`src/rtl/axi_wr_burst_sched.sv`:
```
// Burst scheduler: splits a write job into AXI INCR bursts (<= MAX_BURST beats, no 4 KB crossing),
// throttled to MAX_OUTST unacknowledged bursts. Optional statistics counters: AXI_WR_SCHED_STATS_EN.
module axi_wr_burst_sched #(
   parameter int ADDR_WIDTH = 32,
   parameter int DATA_WIDTH = 32,
   parameter int MAX_BURST  = 16,
   parameter int MAX_OUTST  = 4,
   parameter int LEN_WIDTH  = 24
) (
   input  logic                  axi_aclk,
   input  logic                  axi_areset,
   input  logic                  job_start,
   input  logic [ADDR_WIDTH-1:0] job_addr,
   input  logic [LEN_WIDTH-1:0]  job_beats,
   input  logic                  job_abort,
   output logic                  job_busy,
   output logic                  job_done,
   output logic                  job_err,
   output logic                  cmd_valid,
   input  logic                  cmd_ready,
   output logic [ADDR_WIDTH-1:0] cmd_addr,
   output logic [7:0]            cmd_len,
   input  logic                  bresp_valid,
   input  logic [1:0]            bresp,
   output logic [31:0]           stat_bursts,
   output logic [15:0]           stat_errs
);

   localparam int BPB = DATA_WIDTH / 8;
   localparam int OFS = $clog2(BPB);

   typedef enum logic [2:0] {
      S_IDLE,
      S_CALC,
      S_ISSUE,
      S_DRAIN,
      S_DONE
   } state_t;

   state_t                  state_q, state_d;
   logic [ADDR_WIDTH-1:0]   addr_q;
   logic [LEN_WIDTH-1:0]    rem_q, rem_after;
   logic [8:0]              len_q, len_c;
   logic [7:0]              len_m1_q;
   logic [3:0]              outst_q, outst_d;
   logic                    err_q, abort_q;
   logic                    hs, b_ok, b_err;
   logic [12:0]             room;

   assign hs        = (state_q == S_ISSUE) && cmd_ready;
   // Responses with nothing outstanding are stray and must not touch the count or the error flag.
   assign b_ok      = bresp_valid && (outst_q != 4'd0);
   assign b_err     = b_ok && (bresp != 2'b00);
   assign rem_after = rem_q - LEN_WIDTH'(len_q);
   assign room      = (13'd4096 - {1'b0, addr_q[11:0]}) >> OFS;

   assign cmd_addr  = addr_q;
   assign cmd_len   = len_m1_q;

   // NOTE: every variable assigned in an always_comb gets a default first, so no path infers a latch.
   always_comb begin
      len_c = 9'(MAX_BURST);
      if (32'(rem_q) < 32'(len_c)) len_c = 9'(rem_q);
      if (32'(room) < 32'(len_c))  len_c = 9'(room);
   end

   always_comb begin
      outst_d = outst_q;
      if (hs && !b_ok)      outst_d = outst_q + 4'd1;
      else if (!hs && b_ok) outst_d = outst_q - 4'd1;
   end

   always_comb begin
      state_d   = state_q;
      job_busy  = 1'b0;
      job_done  = 1'b0;
      job_err   = 1'b0;
      cmd_valid = 1'b0;
      case (state_q)
         S_IDLE: begin
            if (job_start) state_d = (job_beats == '0) ? S_DONE : S_CALC;
         end
         S_CALC: begin
            job_busy = 1'b1;
            if (job_abort)                     state_d = S_DRAIN;
            else if (outst_q < 4'(MAX_OUTST))  state_d = S_ISSUE;
         end
         S_ISSUE: begin
            job_busy  = 1'b1;
            cmd_valid = 1'b1;
            if (cmd_ready) begin
               state_d = (rem_after != '0 && !abort_q && !job_abort) ? S_CALC : S_DRAIN;
            end
         end
         S_DRAIN: begin
            job_busy = 1'b1;
            if (outst_d == 4'd0) state_d = S_DONE;
         end
         S_DONE: begin
            job_done = 1'b1;
            job_err  = err_q;
            state_d  = S_IDLE;
         end
         default: state_d = S_IDLE;
      endcase
   end

   // NOTE: sequential state uses non-blocking assignments so all registers update from pre-edge values.
   always_ff @(posedge axi_aclk) begin
      if (axi_areset) begin
         state_q  <= S_IDLE;
         addr_q   <= '0;
         rem_q    <= '0;
         len_q    <= '0;
         len_m1_q <= '0;
         outst_q  <= '0;
         err_q    <= 1'b0;
         abort_q  <= 1'b0;
      end else begin
         state_q <= state_d;
         outst_q <= outst_d;
         if (b_err) err_q <= 1'b1;
         case (state_q)
            S_IDLE: begin
               if (job_start) begin
                  addr_q  <= job_addr & ~ADDR_WIDTH'(BPB - 1);
                  rem_q   <= job_beats;
                  err_q   <= 1'b0;
                  abort_q <= 1'b0;
               end
            end
            S_CALC: begin
               len_q    <= len_c;
               len_m1_q <= 8'(len_c - 9'd1);
               if (job_abort) err_q <= 1'b1;
            end
            S_ISSUE: begin
               if (job_abort) begin
                  abort_q <= 1'b1;
                  err_q   <= 1'b1;
               end
               if (cmd_ready) begin
                  addr_q <= addr_q + (ADDR_WIDTH'(len_q) << OFS);
                  rem_q  <= rem_after;
               end
            end
            default: ;
         endcase
      end
   end

`ifdef AXI_WR_SCHED_STATS_EN
   logic [31:0] bursts_q;
   logic [15:0] errs_q;

   always_ff @(posedge axi_aclk) begin
      if (axi_areset) begin
         bursts_q <= '0;
         errs_q   <= '0;
      end else begin
         if (hs) bursts_q <= bursts_q + 32'd1;
         if (b_err && errs_q != 16'hFFFF) errs_q <= errs_q + 16'd1;
      end
   end

   assign stat_bursts = bursts_q;
   assign stat_errs   = errs_q;
`else
   assign stat_bursts = '0;
   assign stat_errs   = '0;
`endif

endmodule

```
`config.mk`:
```
export PLATFORM = sky130hd
export DESIGN_NAME = axi_wr_burst_sched
export DESIGN_NICKNAME = d
export VERILOG_FILES = /design/src/rtl/axi_wr_burst_sched.sv
export SDC_FILE = /design/constraint.sdc
export NUM_CORES = 1
export LEC_CHECK = 0
export ABC_AREA = 1
export CELL_PAD_IN_SITES_DETAIL_PLACEMENT = 0
export CELL_PAD_IN_SITES_GLOBAL_PLACEMENT = 2
export CORE_MARGIN = 2
export CORE_UTILIZATION = 27
export CTS_CLUSTER_SIZE = 40
export DETAILED_ROUTE_END_ITERATION = 12
export PLACE_DENSITY_LB_ADDON = 0.1
export SLEW_MARGIN = 20
export SYNTH_ARGS = -nofsm -noshare
export SYNTH_HDL_FRONTEND = slang
export SYNTH_SLANG_ARGS = --single-unit
```
`constraint.sdc`:
```
create_clock -name axi_aclk -period 3.27 [get_ports axi_aclk]
set_input_delay 0.654 -clock axi_aclk [delete_from_list [all_inputs] [get_ports axi_aclk]]
set_output_delay 0.654 -clock axi_aclk [all_outputs]
set_load 0.01 [all_outputs]
```
==> results.json <==
{
  "layout.nets": 1195,
  "synth_compound_area_frac": 0.194,
  "synth_top_family_by_area": "simple AND/OR/NAND/NOR gates",
  "path_class": "register to register",
  "yosysWarningCount": 0,
  "layout_commonest_cell": "nand2_1",
  "synth-edff-count": 0,
  "synth_top_area_cell": "dfxtp_1",
  "vias": 6461,
  "synth.mux.area_fraction": 0.00153,
  "instances_no_fill": 1423,
  "drive_gt1_frac": 0.0851,
  "hpwl_um": 16500,
  "worstPathArrival_ps": 3300,
  "switchingPower_mw": 4.80,
  "rows": 56,
  "viasPerCell": 4.54,
  "diodes": 0,
  "crit_family": "simple AND/OR/NAND/NOR gates",
  "numPortBuffers": 103,
  "dieHeight_um": 160,
  "clock_skew_ps": 10.8,
  "status": "complete, no violations",
  "period_minus_slack_ps": 3040,
  "clock-sinks": 80,
  "yosysUniqueCellTypes": 52,
  "num_io_pins": 156,
  "synth_area_leaders": "dfxtp_1, nand2_1, a21oi_1",
  "postRouteAntennaNets": 0,
  "synth_area_sq_mm": 0.00653,
  "worst_slew_pin_slew_ps": 1010,
  "first_pass_iters": 5,
  "rr_startpoint": "cmd_addr[2]$_SDFFE_PP0P_",
  "clock-root-buffer": "clkbuf_16",
  "synthArstFlopShare": 0,
  "die_area_sq_mm": 0.0255,
  "setup_viol": 0,
  "cts_buffers": 9,
  "finalHoldViolations": 0,
  "cts_tree": "built",
  "peakVddDrop_mv": 0.395,
  "syn_avg_cell_area_sq_um": 6.55,
  "holdPathEnd": "cmd_len[0]$_SDFFE_PP0P_",
  "grt_overflow_total": 0,
  "slew_viol_final": 0,
  "clockPowerShare": 0.116,
  "cp_max_fo": 5,
  "antenna_found_initial": 0,
  "yosys.area_share.xor_xnor": 0.0509,
  "grt_pass1_wl_um": 35000,
  "wl_per_cell_um": 15.4,
  "crit_required_ps": 3520,
  "cap_viol_max_count": 0,
  "hold_start": "cmd_len[0]$_SDFFE_PP0P_",
  "post-route-util": 0.346,
  "place.gp.congestion": 0.790,
  "insertion_delay_ps": 350,
  "hold_depth": 2,
  "h-tree-depth": 3,
  "wirelength_um": 21900,
  "rr_worst_depth": 20,
  "synth-main-ff-cell": "dfxtp_1",
  "start_util": 0.277,
  "layout_common_cells": "nand2_1, inv_1, clkdlybuf4s50_1, a21oi_1, nor2_1",
  "start_kind": "register",
  "switching_share": 0.520,
  "grt_use_total": 0.173,
  "leakage_nw": 3.53,
  "holdBufCountCts": 0,
  "path_cells": "inv_4 -> ha_1 -> nand2_1 -> nor4_4 -> xnor2_2 -> ha_1 -> nand2_1 -> inv_1 -> nor3_4 -> nand3_4 -> buf_4 -> buf_4 -> nor2_1 -> inv_1 -> nand2_1 -> nor2_1 -> nand3_1 -> nand3_1 -> nand2_1 -> inv_1",
  "slowest_delay_ps": 350,
  "synth_top_area_frac": 0.245,
  "route.detailed.drc": 0,
  "max_freq_ghz": 0.329,
  "yosysSeqAreaShare": 0.245,
  "power.density_mw_per_mm2": 1130,
  "clockBufferDepth": 2,
  "clkTransAtPathRegs_ps": 70,
  "p_comb_frac": 0.681,
  "ys_seq_elements": 80,
  "finalPower_mw": 9.24,
  "finalCritPeriodShare": 0.930,
  "relSlewSlack": 0.320,
  "dpl.cell_count": 1403,
  "sequentialPowerShare": 0.203,
  "grt_max_degree": 56,
  "syn_inst": 997,
  "rsz0062_at_grt": "yes",
  "crit_path_end_kind": "register",
  "intPower_mw": 4.43,
  "hp-class": "register to register",
  "reg2reg_slack_ps": 230,
  "synthAdderAreaFrac": 0.0636,
  "crit_slowest_cell": "dfxtp_2",
  "drt_iter0_markers": 243,
  "yosys.area_share.simple": 0.293,
  "grt_pass1_vias": 6351,
  "r2r_end": "cmd_len[7]$_SDFFE_PP0P_",
  "core_sq_mm": 0.0236,
  "worst-path-buf-inv": 6,
  "syn2layout_area_growth_pct": 25.0,
  "cpMostUsedCell": "nand2_1",
  "die_w_um": 160
}
-- cells in the mapped netlist (3+ instances only) --
library cell and number:
inv_2 7, nand2_2 10, nor4_1 4, nand2_1 198, o221ai_1 4, buf_4 50
dfxtp_1 80, o21ai_2 3, ha_1 30, o211ai_1 14, nand3b_1 7, o31ai_1 3
nor2_2 9, inv_1 116, clkbuf_1 27, a211oi_1 6, nor3_1 17, a31oi_1 6
buf_1 5, nor2_4 6, nand3_2 3, o21a_1 4, nand4_1 18, o21ai_0 57
a21oi_1 94, nand3_1 45, xnor2_1 12, o21bai_1 18, nor2_1 86, xor2_1 26
nand2_4 3
-- final cells by class --
cell class / count / area [sq um]
timing repair buffer: 124 / 1200
fill: 2647 / 15400
sequential: 80 / 1600
inverter: 124 / 468
multi-input combinational: 760 / 4190
tap: 319 / 399
clock buffer: 10 / 239
clock inverter: 6 / 68.8
-- worst register-to-register path: stages, from the launching register on --
cell and delay, ps:
dfxtp_2 350, inv_4 90, ha_1 180, nand2_1 110
nor4_4 270, xnor2_2 170, ha_1 280, nand2_1 60
inv_1 50, nor3_4 310, nand3_4 150, buf_4 160
buf_4 140, nor2_1 150, inv_1 110, nand2_1 70
nor2_1 50, nand3_1 60, nand3_1 70, nand2_1 60
inv_1 30
-- state kept, by name, indices dropped and copies added (netlist names) --
signal,count
rem_q,24
outst_q,4
len_q,9
cmd_addr,30
err_q,1
cmd_len,8
state_q,3
abort_q,1
-- worst max path at each step --
stage / start / end / slack, ps / cells past startpoint
after global placement: cmd_addr[3]$_SDFFE_PP0P_ / cmd_len[4]$_SDFFE_PP0P_ / 120 / 21
after floorplan: cmd_addr[3]$_SDFFE_PP0P_ / cmd_len[4]$_SDFFE_PP0P_ / 430 / 21
after detailed placement: cmd_addr[3]$_SDFFE_PP0P_ / cmd_len[4]$_SDFFE_PP0P_ / 50 / 21
after CTS: cmd_addr[3]$_SDFFE_PP0P_ / cmd_len[4]$_SDFFE_PP0P_ / 50 / 21
final: cmd_addr[2]$_SDFFE_PP0P_ / cmd_len[7]$_SDFFE_PP0P_ / 230 / 20
after global routing: cmd_addr[2]$_SDFFE_PP0P_ / cmd_len[4]$_SDFFE_PP0P_ / -30 / 21
-- stage by stage --
stage               setup TNS, ps  instance area (sq um)  worst slack (ps)  hold WS [ps]
CTS                             0                   8100              50.8           476
global placement                0                   7790               118           464
floorplan                       0                   6730               429           451
global route                -30.4                   8160             -27.4           516
detailed placement              0                   7790              52.5           466
finish                          0                   8160               229           474
-- per-layer routing --
metal | up-vias | track usage | wire length, um
met4 | 0 | 0.0355 | 197
met5 | - | 0 | 0
met3 | 13 | 0.0237 | 725
met2 | 118 | 0.300 | 10600
met1 | 2937 | 0.229 | 10400
li1 | 3393 | - | -
-- logic make-up (layout without fill, tap and decap cells) --
group	count (synthesis)	in the layout
XOR/XNOR	38	38
AO/OA/AOI/OAI	219	219
buffers and inverters	209	264
flip-flops	80	80
AND/OR/NAND/NOR	416	416
other	2	54
adder cells (fa/ha/maj)	32	32
multiplexers	1	1
-- power groups by stage --
stage | clock, mW | combinational (mW) | sequential, mW
2_1_floorplan | 0 | 4.29 | 1.85
3_3_place_gp | 0 | 6.28 | 1.90
3_5_place_dp | 0 | 6.26 | 1.90
4_1_cts | 1.12 | 6.29 | 1.88
5_1_grt | 1.15 | 7.16 | 1.96
6_report | 1.07 | 6.29 | 1.88
-- repair_timing --
| action | 4_1_cts | 5_1_grt |
|---|---|---|
| endpoints found under the setup margin | 0 | 9 |
| gates resized for setup | 0 | 10 |
| buffers inserted | 0 | 4 |
(Power assumes the default switching activity.)
